### config.mk
export PLATFORM = sky130hd
export DESIGN_NAME = multicycle_ctrl
export DESIGN_NICKNAME = d
export VERILOG_FILES = /design/src/rtl/multicycle_ctrl.sv
export SDC_FILE = /design/constraint.sdc
export NUM_CORES = 1
export LEC_CHECK = 0
export ABC_CLOCK_PERIOD_IN_PS = 3100
export CAP_MARGIN = 5
export CORE_ASPECT_RATIO = 0.5
export CORE_MARGIN = 2
export CORE_UTILIZATION = 53
export CTS_CLUSTER_SIZE = 12
export DETAILED_ROUTE_END_ITERATION = 8
export HOLD_SLACK_MARGIN = 0.02
export PLACE_DENSITY = 0.86
export SKIP_CTS_REPAIR_TIMING = 1
export SLEW_MARGIN = 20
export SYNTH_ARGS = -nofsm -noshare
export SYNTH_HDL_FRONTEND = slang
export SYNTH_SLANG_ARGS = --single-unit
### constraint.sdc
create_clock -name clk -period 3.1 [get_ports clk]
set_input_delay 0.465 -clock clk [delete_from_list [all_inputs] [get_ports clk]]
set_output_delay 0.465 -clock clk [all_outputs]
set_load 0.05 [all_outputs]
### src/rtl/multicycle_ctrl.sv
// Multicycle control FSM: fetch/decode/exec/mem/wb sequencing of the shared datapath.
// Stalls on memReady, flags illegal opcodes and counts retired instructions.
module multicycle_ctrl (
    input  logic        clk,
    input  logic        rst,
    input  logic [6:0]  opcode,
    input  logic        aluZero,
    input  logic        memReady,
    output logic        pcWrite,
    output logic        pcSel,
    output logic        branch,
    output logic        irWrite,
    output logic        memRead,
    output logic        memWrite,
    output logic        regWrite,
    output logic        memToReg,
    output logic        aluSrc,
    output logic [1:0]  aluOp,
    output logic        illegal,
    output logic [31:0] instret
);
    localparam logic [6:0] OP_R     = 7'b0110011;
    localparam logic [6:0] OP_I     = 7'b0010011;
    localparam logic [6:0] OP_LOAD  = 7'b0000011;
    localparam logic [6:0] OP_STORE = 7'b0100011;
    localparam logic [6:0] OP_BEQ   = 7'b1100011;

    typedef enum logic [2:0] {
        S_FETCH,
        S_DECODE,
        S_EXEC,
        S_MEM,
        S_WB
    } state_t;

    state_t     state;
    logic [6:0] opReg;
    logic       retire;
    logic       op_legal;

    always_comb begin
        op_legal = 1'b0;
        case (opcode)
            OP_R, OP_I, OP_LOAD, OP_STORE, OP_BEQ: op_legal = 1'b1;
            default:                               op_legal = 1'b0;
        endcase
    end

    always_comb begin
        retire = 1'b0;
        case (state)
            S_EXEC:  retire = (opReg == OP_BEQ);
            S_MEM:   retire = (opReg == OP_STORE) && memReady;
            S_WB:    retire = 1'b1;
            default: retire = 1'b0;
        endcase
    end

    always_ff @(posedge clk or posedge rst) begin
        if (rst) begin
            state   <= S_FETCH;
            opReg   <= 7'd0;
            illegal <= 1'b0;
            instret <= 32'd0;
        end else begin
            if (retire)
                instret <= instret + 32'd1;
            case (state)
                S_FETCH: begin
                    if (memReady)
                        state <= S_DECODE;
                end
                S_DECODE: begin
                    opReg <= opcode;
                    if (op_legal) begin
                        state <= S_EXEC;
                    end else begin
                        illegal <= 1'b1;
                        state   <= S_FETCH;
                    end
                end
                S_EXEC: begin
                    case (opReg)
                        OP_R, OP_I:         state <= S_WB;
                        OP_LOAD, OP_STORE:  state <= S_MEM;
                        default:            state <= S_FETCH;
                    endcase
                end
                S_MEM: begin
                    if (memReady)
                        state <= (opReg == OP_LOAD) ? S_WB : S_FETCH;
                end
                S_WB:    state <= S_FETCH;
                default: state <= S_FETCH;
            endcase
        end
    end

    // Outputs are decoded combinationally and forced low while rst is held.
    always_comb begin
        pcWrite  = 1'b0;
        pcSel    = 1'b0;
        branch   = 1'b0;
        irWrite  = 1'b0;
        memRead  = 1'b0;
        memWrite = 1'b0;
        regWrite = 1'b0;
        memToReg = 1'b0;
        aluSrc   = 1'b0;
        aluOp    = 2'b00;
        if (!rst) begin
            case (state)
                S_FETCH: begin
                    memRead = 1'b1;
                    irWrite = memReady;
                end
                S_DECODE: begin
                    pcWrite = !op_legal;
                end
                S_EXEC: begin
                    case (opReg)
                        OP_R: aluOp = 2'b10;
                        OP_I: begin
                            aluSrc = 1'b1;
                            aluOp  = 2'b11;
                        end
                        OP_LOAD, OP_STORE: aluSrc = 1'b1;
                        OP_BEQ: begin
                            aluOp   = 2'b01;
                            branch  = 1'b1;
                            pcWrite = 1'b1;
                            pcSel   = aluZero;
                        end
                        default: ;
                    endcase
                end
                S_MEM: begin
                    if (opReg == OP_LOAD) begin
                        memRead = 1'b1;
                    end else begin
                        memWrite = 1'b1;
                        pcWrite  = memReady;
                    end
                end
                S_WB: begin
                    regWrite = 1'b1;
                    memToReg = (opReg == OP_LOAD);
                    pcWrite  = 1'b1;
                end
                default: ;
            endcase
        end
    end
endmodule

==> key figures, run 1 <==
Outcome
  • Status: finished, final reports clean

Clock network
  • Clock Sinks: 43
  • CTS tree: done
  • Clock Pin Slew Worst Setup and Hold Paths: 0.08 ns
  • Clock Latency Late Sink: approximately 0.29 ns
  • H-Tree Depth: 2
  • TritonCTS buffer count: 5
  • Clock Path Buffers: 2
  • Root Driver: clkbuf_8

STA
  • Slew of the pin with the lowest slew margin: approximately 0.53 ns
  • Count of final hold-check violations: 0
  • Post-layout min period: 2.92 ns
  • RSZ-0062 raised after global routing: no
  • Final critical-path share of the clock period: 94.1%
  • Final setup vio count: 0
  • Max frequency: 343 MHz
  • Max Clock Skew: 0.00651 ns
  • Max_slew headroom: between 60% and 70%
  • Final-report max-slew violation count: 0
  • Final TNS setup: 0 ns

Drt
  • Met2 routed WL: 2160 µm
  • Starting DRT DRC Count: 69
  • Met1 WL: approximately 2000 µm
  • Total wire length: 4470 µm
  • Max layer used: met4
  • Vias per inst: 5.51
  • DR WL/cell: 14.2 µm
  • Via count: 1736
  • Routed wl met3: 250 µm
  • Post-route DRC: 0
  • 1st-pass router iterations: 4
  • Routed Antenna Nets: 0

Pwr
  • Switching power: 0.000262 W
  • Clock power share: between 40 and 50%
  • Max rail drop VDD: approximately 0.24 mV
  • Net Sw Frac: 21.7%
  • Combinational fraction of design power: 8.7%
  • Leak Pwr: 1.29 nW
  • Internal Power: approximately 0.00095 W
  • Pwr/cell area: 408 nW/µm²
  • Sequential share of power: 49.2%

Layout
  • Antenna fix cells: 0
  • FF+latch area: between 1000 and 1500 µm²
  • Fin area: 2960 µm²
  • Share of cells above drive strength 1: between 10% and 20%
  • Nets: 272
  • Area growth syn-to-layout: 31.0%
  • Cell Count, Final, Fillers Out: 315
  • Fillers: 290
  • Multi-input gate area: 1100 µm²

Floorplan
  • Num ports: 55
  • Die Ht: 50.2 µm
  • Die W: 96.3 µm
  • Initial Util: 56.4%
  • Core area: approximately 4000 µm²
  • Die ar.: between 4000 and 5000 µm²
  • Row count: 16

Place
  • Dpl cells: 307
  • Port bufs: 54
  • DP HPWL: roughly 3300 µm
  • Gp weighted congestion: 0.870
  • DP Area: 2830 µm²

GRT
  • Pin count of the biggest net entering global routing: 44
  • First-pass GRT wire length: 7520 µm
  • Remaining Overflow, GRT: 0
  • Vias in the first global route: around 1600
  • Initial antenna violation count: 0
  • Total track usage: 20.7%

Min path
  • Worst min-delay path class: flop to flop

Synth
  • Syn Nets: 214
  • Sequential share of the synthesized area: ~48%
  • EDFF count, synth: 0
  • Syn Inst Count: 202
  • Synth Area per Inst: 11.2 µm²
  • Top FF cell, synth: dfrtp_1
  • Cell variety after synth: 49
  • Synth warn: 0
  • Post-synth ARST share: 100%
  • Post-Synthesis Cell Area: 2260 µm²
  • Synth Register Bits: 43

Setup path
  • Kind of critical path: flop to primary output
  • Critical Path RT: 2.63 ns
  • Worst setup SP type: flop
  • Critical Path Sink Type: primary output
  • Crit path DAT: 2.45 ns
  • Crit path max fanout: 12

Job
  • # Max-Cap Violations: 0
## registers in the layout, summed over array words and instances, names as in the netlist
register,flops
state,3
opReg,7
illegal,1
instret,32
## layout by cell type, fill, tap and decap left out, types with 3 or more instances in the layout
cell type	n
clkdlybuf4s50_1	51
nand4_1	10
nand2_1	13
a31oi_1	4
nand3_1	14
dfrtp_1	43
and4_2	3
xnor2_1	23
a21oi_1	4
o21ai_0	3
inv_1	6
buf_4	4
nand2b_1	3
clkbuf_8	5
xor2_1	8
nor2_1	14
mux2_2	7
and3_1	7
## cells in the mapped netlist, types with 2 or more instances
library cell,instances,share of area [%]
nand4_1,10,2.8
nor3_1,2,0.44
and3_1,7,1.9
nand2b_1,3,0.83
nand3_1,14,3.1
and4_2,3,1.3
xor2_1,8,3.1
a21oi_1,4,0.89
and2_1,2,0.55
mux2_2,7,3.5
inv_1,6,1.0
nor2_1,14,2.3
a31oi_1,4,1.1
o21ai_0,3,0.66
nand2_1,13,2.2
dfrtp_1,43,48
nor3_2,2,0.89
and4bb_2,2,1.1
buf_2,2,0.44
xnor2_1,23,8.9
nor4_4,2,1.9
## final timing paths
path	from	end	slack, ns	depth (start not counted)
max in group asynchronous	rst	instret[5]$_DFFE_PP0P_	1.94	3
min reg2reg	instret[31]$_DFFE_PP0P_	instret[31]$_DFFE_PP0P_	0.47	1
max reg2reg	instret[0]$_DFFE_PP0P_	instret[30]$_DFFE_PP0P_	1.16	6
min	instret[31]$_DFFE_PP0P_	instret[31]$_DFFE_PP0P_	0.47	1
min in group asynchronous	rst	instret[25]$_DFFE_PP0P_	0.79	3
max	state[0]$_DFFE_PP0P_	memToReg	0.18	5
## routing by layer
metal | GRT usage (%) | vias up
met5 | 0 | -
met4 | 4.23 | 0
met3 | 6.91 | 5
met2 | 33.1 | 54
met1 | 27.8 | 845
li1 | - | 832
## critical path, stage by stage, from the launching register on
cell	delay, ns
dfrtp_1	0.50
nor2_1	0.28
nand2_1	0.24
nor2_1	0.17
and3_1	0.17
clkdlybuf4s50_1	0.80
## power by group through the flow
stage               Combinational, W  Sequential, W  Clock [W]
floorplan                  0.0000730       0.000602          0
CTS                         0.000106       0.000594   0.000520
global placement            0.000103       0.000604          0
finish                      0.000105       0.000594   0.000509
global route                0.000115       0.000597   0.000551
detailed placement          0.000106       0.000606          0
## stage by stage
step,hold WS (ns),setup WS (ns),power [W],utilization (%)
after floorplan,0.471,0.312,0.000675,-
after global placement,0.455,0.446,0.000707,70.6
after detailed placement,0.459,0.433,0.000711,70.6
after CTS,0.473,0.186,0.00122,73.9
after global routing,0.487,0.0564,0.00126,73.9
final,0.465,0.182,0.00121,73.9
## logic make-up after synthesis
logic type               share of synthesized area [%]
AO/OA/AOI/OAI                                     7.75
XOR/XNOR                                          12.0
adder cells (fa/ha/maj)                          0.554
buffers and inverters                             3.65
flip-flops                                        47.6
multiplexers                                      3.93
AND/OR/NAND/NOR                                   24.5
## final cells by class
class / instances / share of cell area (%)
clock buffers: 6 / 2.45
clock inverters: 2 / 2.03
inverters: 6 / 0.761
multi-input cells: 148 / 37.2
flip-flops and latches: 43 / 36.3
well taps: 54 / 2.28
repair buffers: 56 / 18.9
Power figures use the tool's default switching activity.
==> run 2: changes to the inputs <==
SLEW_MARGIN = 5   (was 20)
==> results of run 2 <==
Final layout, timing and power as in run 1 (identical DEF).
==> run 3: changes to the inputs <==
PLACE_DENSITY = 0.85   (was 0.86)
==> key figures, run 3 (synthesized netlist as in run 1, its figures left out) <==
Outcome
  • Status: finished, final reports clean

Clock network
  • Clock Pin Slew Worst Setup and Hold Paths: 0.09 ns
  • Clock Sinks: 43
  • Clock Latency Late Sink: 0.29 ns
  • Clock Path Buffers: 2
  • H-Tree Depth: 2
  • TritonCTS buffer count: 5
  • Root Driver: clkbuf_8
  • CTS tree: done

STA
  • Max_slew headroom: 63.7%
  • Final critical-path share of the clock period: 94.0%
  • Final-report max-slew violation count: 0
  • Final setup vio count: 0
  • Max frequency: around 340 MHz
  • Count of final hold-check violations: 0
  • Max Clock Skew: approximately 0.0096 ns
  • RSZ-0062 raised after global routing: no
  • Final TNS setup: 0 ns
  • Slew of the pin with the lowest slew margin: 0.544 ns
  • Post-layout min period: 2.92 ns

Drt
  • Post-route DRC: 0
  • Vias per inst: approximately 5.4
  • Total wire length: 4580 µm
  • DR WL/cell: 14.5 µm
  • Via count: 1706
  • Starting DRT DRC Count: 61
  • 1st-pass router iterations: 4
  • Routed Antenna Nets: 0

Setup path
  • Crit-path slowest cell: clkdlybuf4s50_1
  • Critical Path Sink Type: primary output
  • Kind of critical path: flop to primary output
  • Crit-path most repeated cell: nor2_1
  • Crit path max fanout: 12
  • Critical Path RT: between 2 and 3 ns
  • Worst path cell trace: nor2_1 > nand2_1 > nor2_1 > and3_1 > clkdlybuf4s50_1
  • Buf/Inv on CP: 1
  • Max stage delay on crit path: about 0.80 ns
  • Crit-path leading delay family: simple AND/OR/NAND/NOR gates
  • Crit path DAT: 2.45 ns
  • Worst setup SP type: flop

GRT
  • Remaining Overflow, GRT: 0
  • First-pass GRT wire length: 7930 µm
  • Pin count of the biggest net entering global routing: 44
  • Total track usage: roughly a fifth
  • Vias in the first global route: ~1700
  • Initial antenna violation count: 0

Layout
  • Nets: 272
  • Antenna fix cells: 0
  • Top flop regs: instret: 32 flops, opReg: 7 flops, state: 3 flops
  • Most frequent cells in the layout: clkdlybuf4s50_1 (51), dfrtp_1 (43), xnor2_1 (23), nor2_1 (14), nand3_1 (14)
  • Area growth syn-to-layout: 29.7%
  • Top reg by flops: instret
  • Max FFs per register: 32
  • Fin util: between 70% and 80%
  • Commonest non-fill, non-tap cell in the layout: clkdlybuf4s50_1
  • Share of cells above drive strength 1: 15.7%

Pwr
  • Max rail drop VDD: approximately 0.27 mV
  • Pwr/cell area: about 370 nW/µm²
  • Leak Pwr: approximately 1.3 nW

Job
  • # Max-Cap Violations: 0

Place
  • DP HPWL: 3330 µm
  • Port bufs: 54
  • Gp weighted congestion: around 0.84

Min path
  • Worst min-delay path class: flop to flop

Floorplan
  • Core area: 4000 µm²
  • Initial Util: 56.4%
  • Die ar.: 4830 µm²
  • Die W: 96.3 µm
  • Row count: 16
  • Die Ht: 50.2 µm
  • Num ports: 55
run 3: cell types whose count changed in the layout (fill, tap and decap cells not counted), sizes merged:
cell / before / now
bufinv: 2 / 0
clkbuf: 6 / 7
clkinvlp: 0 / 1
run 3: final timing paths:
path,from,to,slack (ns),cells after the start
worst max-delay path,state[0]$_DFFE_PP0P_,memToReg,0.18,5
max in group asynchronous,rst,instret[5]$_DFFE_PP0P_,1.93,3
worst min-delay path,instret[31]$_DFFE_PP0P_,instret[31]$_DFFE_PP0P_,0.47,1
worst min register to register,instret[31]$_DFFE_PP0P_,instret[31]$_DFFE_PP0P_,0.47,1
min in group asynchronous,rst,instret[31]$_DFFE_PP0P_,0.78,3
worst max register to register,instret[0]$_DFFE_PP0P_,instret[28]$_DFFE_PP0P_,1.12,6
run 3: layout make-up:
type	instances	area, µm²
timing repair buffer	56	561
clock buffer	7	96.3
inverter	6	22.5
multi-input combinational	148	1100
sequential	43	1080
clock inverter	1	7.51
tap	54	67.6
fill	292	1070
run 3: through the flow:
| step | cell area, µm² | total power (W) | worst slack (ns) | std cells | hold WS (ns) |
|---|---|---|---|---|---|
| finish | 2930 | 0.00110 | 0.185 | 315 | 0.467 |
| global route | 2930 | 0.00114 | 0.0677 | 315 | 0.510 |
| CTS | 2930 | 0.00111 | 0.184 | 315 | 0.472 |
| detailed placement | 2830 | 0.000711 | 0.420 | 307 | 0.456 |
| global placement | 2830 | 0.000707 | 0.444 | 307 | 0.454 |
| floorplan | 2260 | 0.000675 | 0.312 | 202 | 0.471 |
run 3: routing by layer:
metal,wire (µm),vias to the layer above,global-route usage (%),share of wire (%)
met5,0,-,0,0
met4,13,0,4.23,0.28
met3,268,2,5.56,5.9
met2,2100,55,32.8,46
met1,2200,811,30.6,48
li1,-,838,-,-
run 3: power breakdown:
part / switching (W) / leakage, nW / internal, W
Sequential: 0.0000170 / 0.563 / 0.000578
Combinational: 0.0000576 / 0.664 / 0.0000472
Clock: 0.000194 / 0.0505 / 0.000203
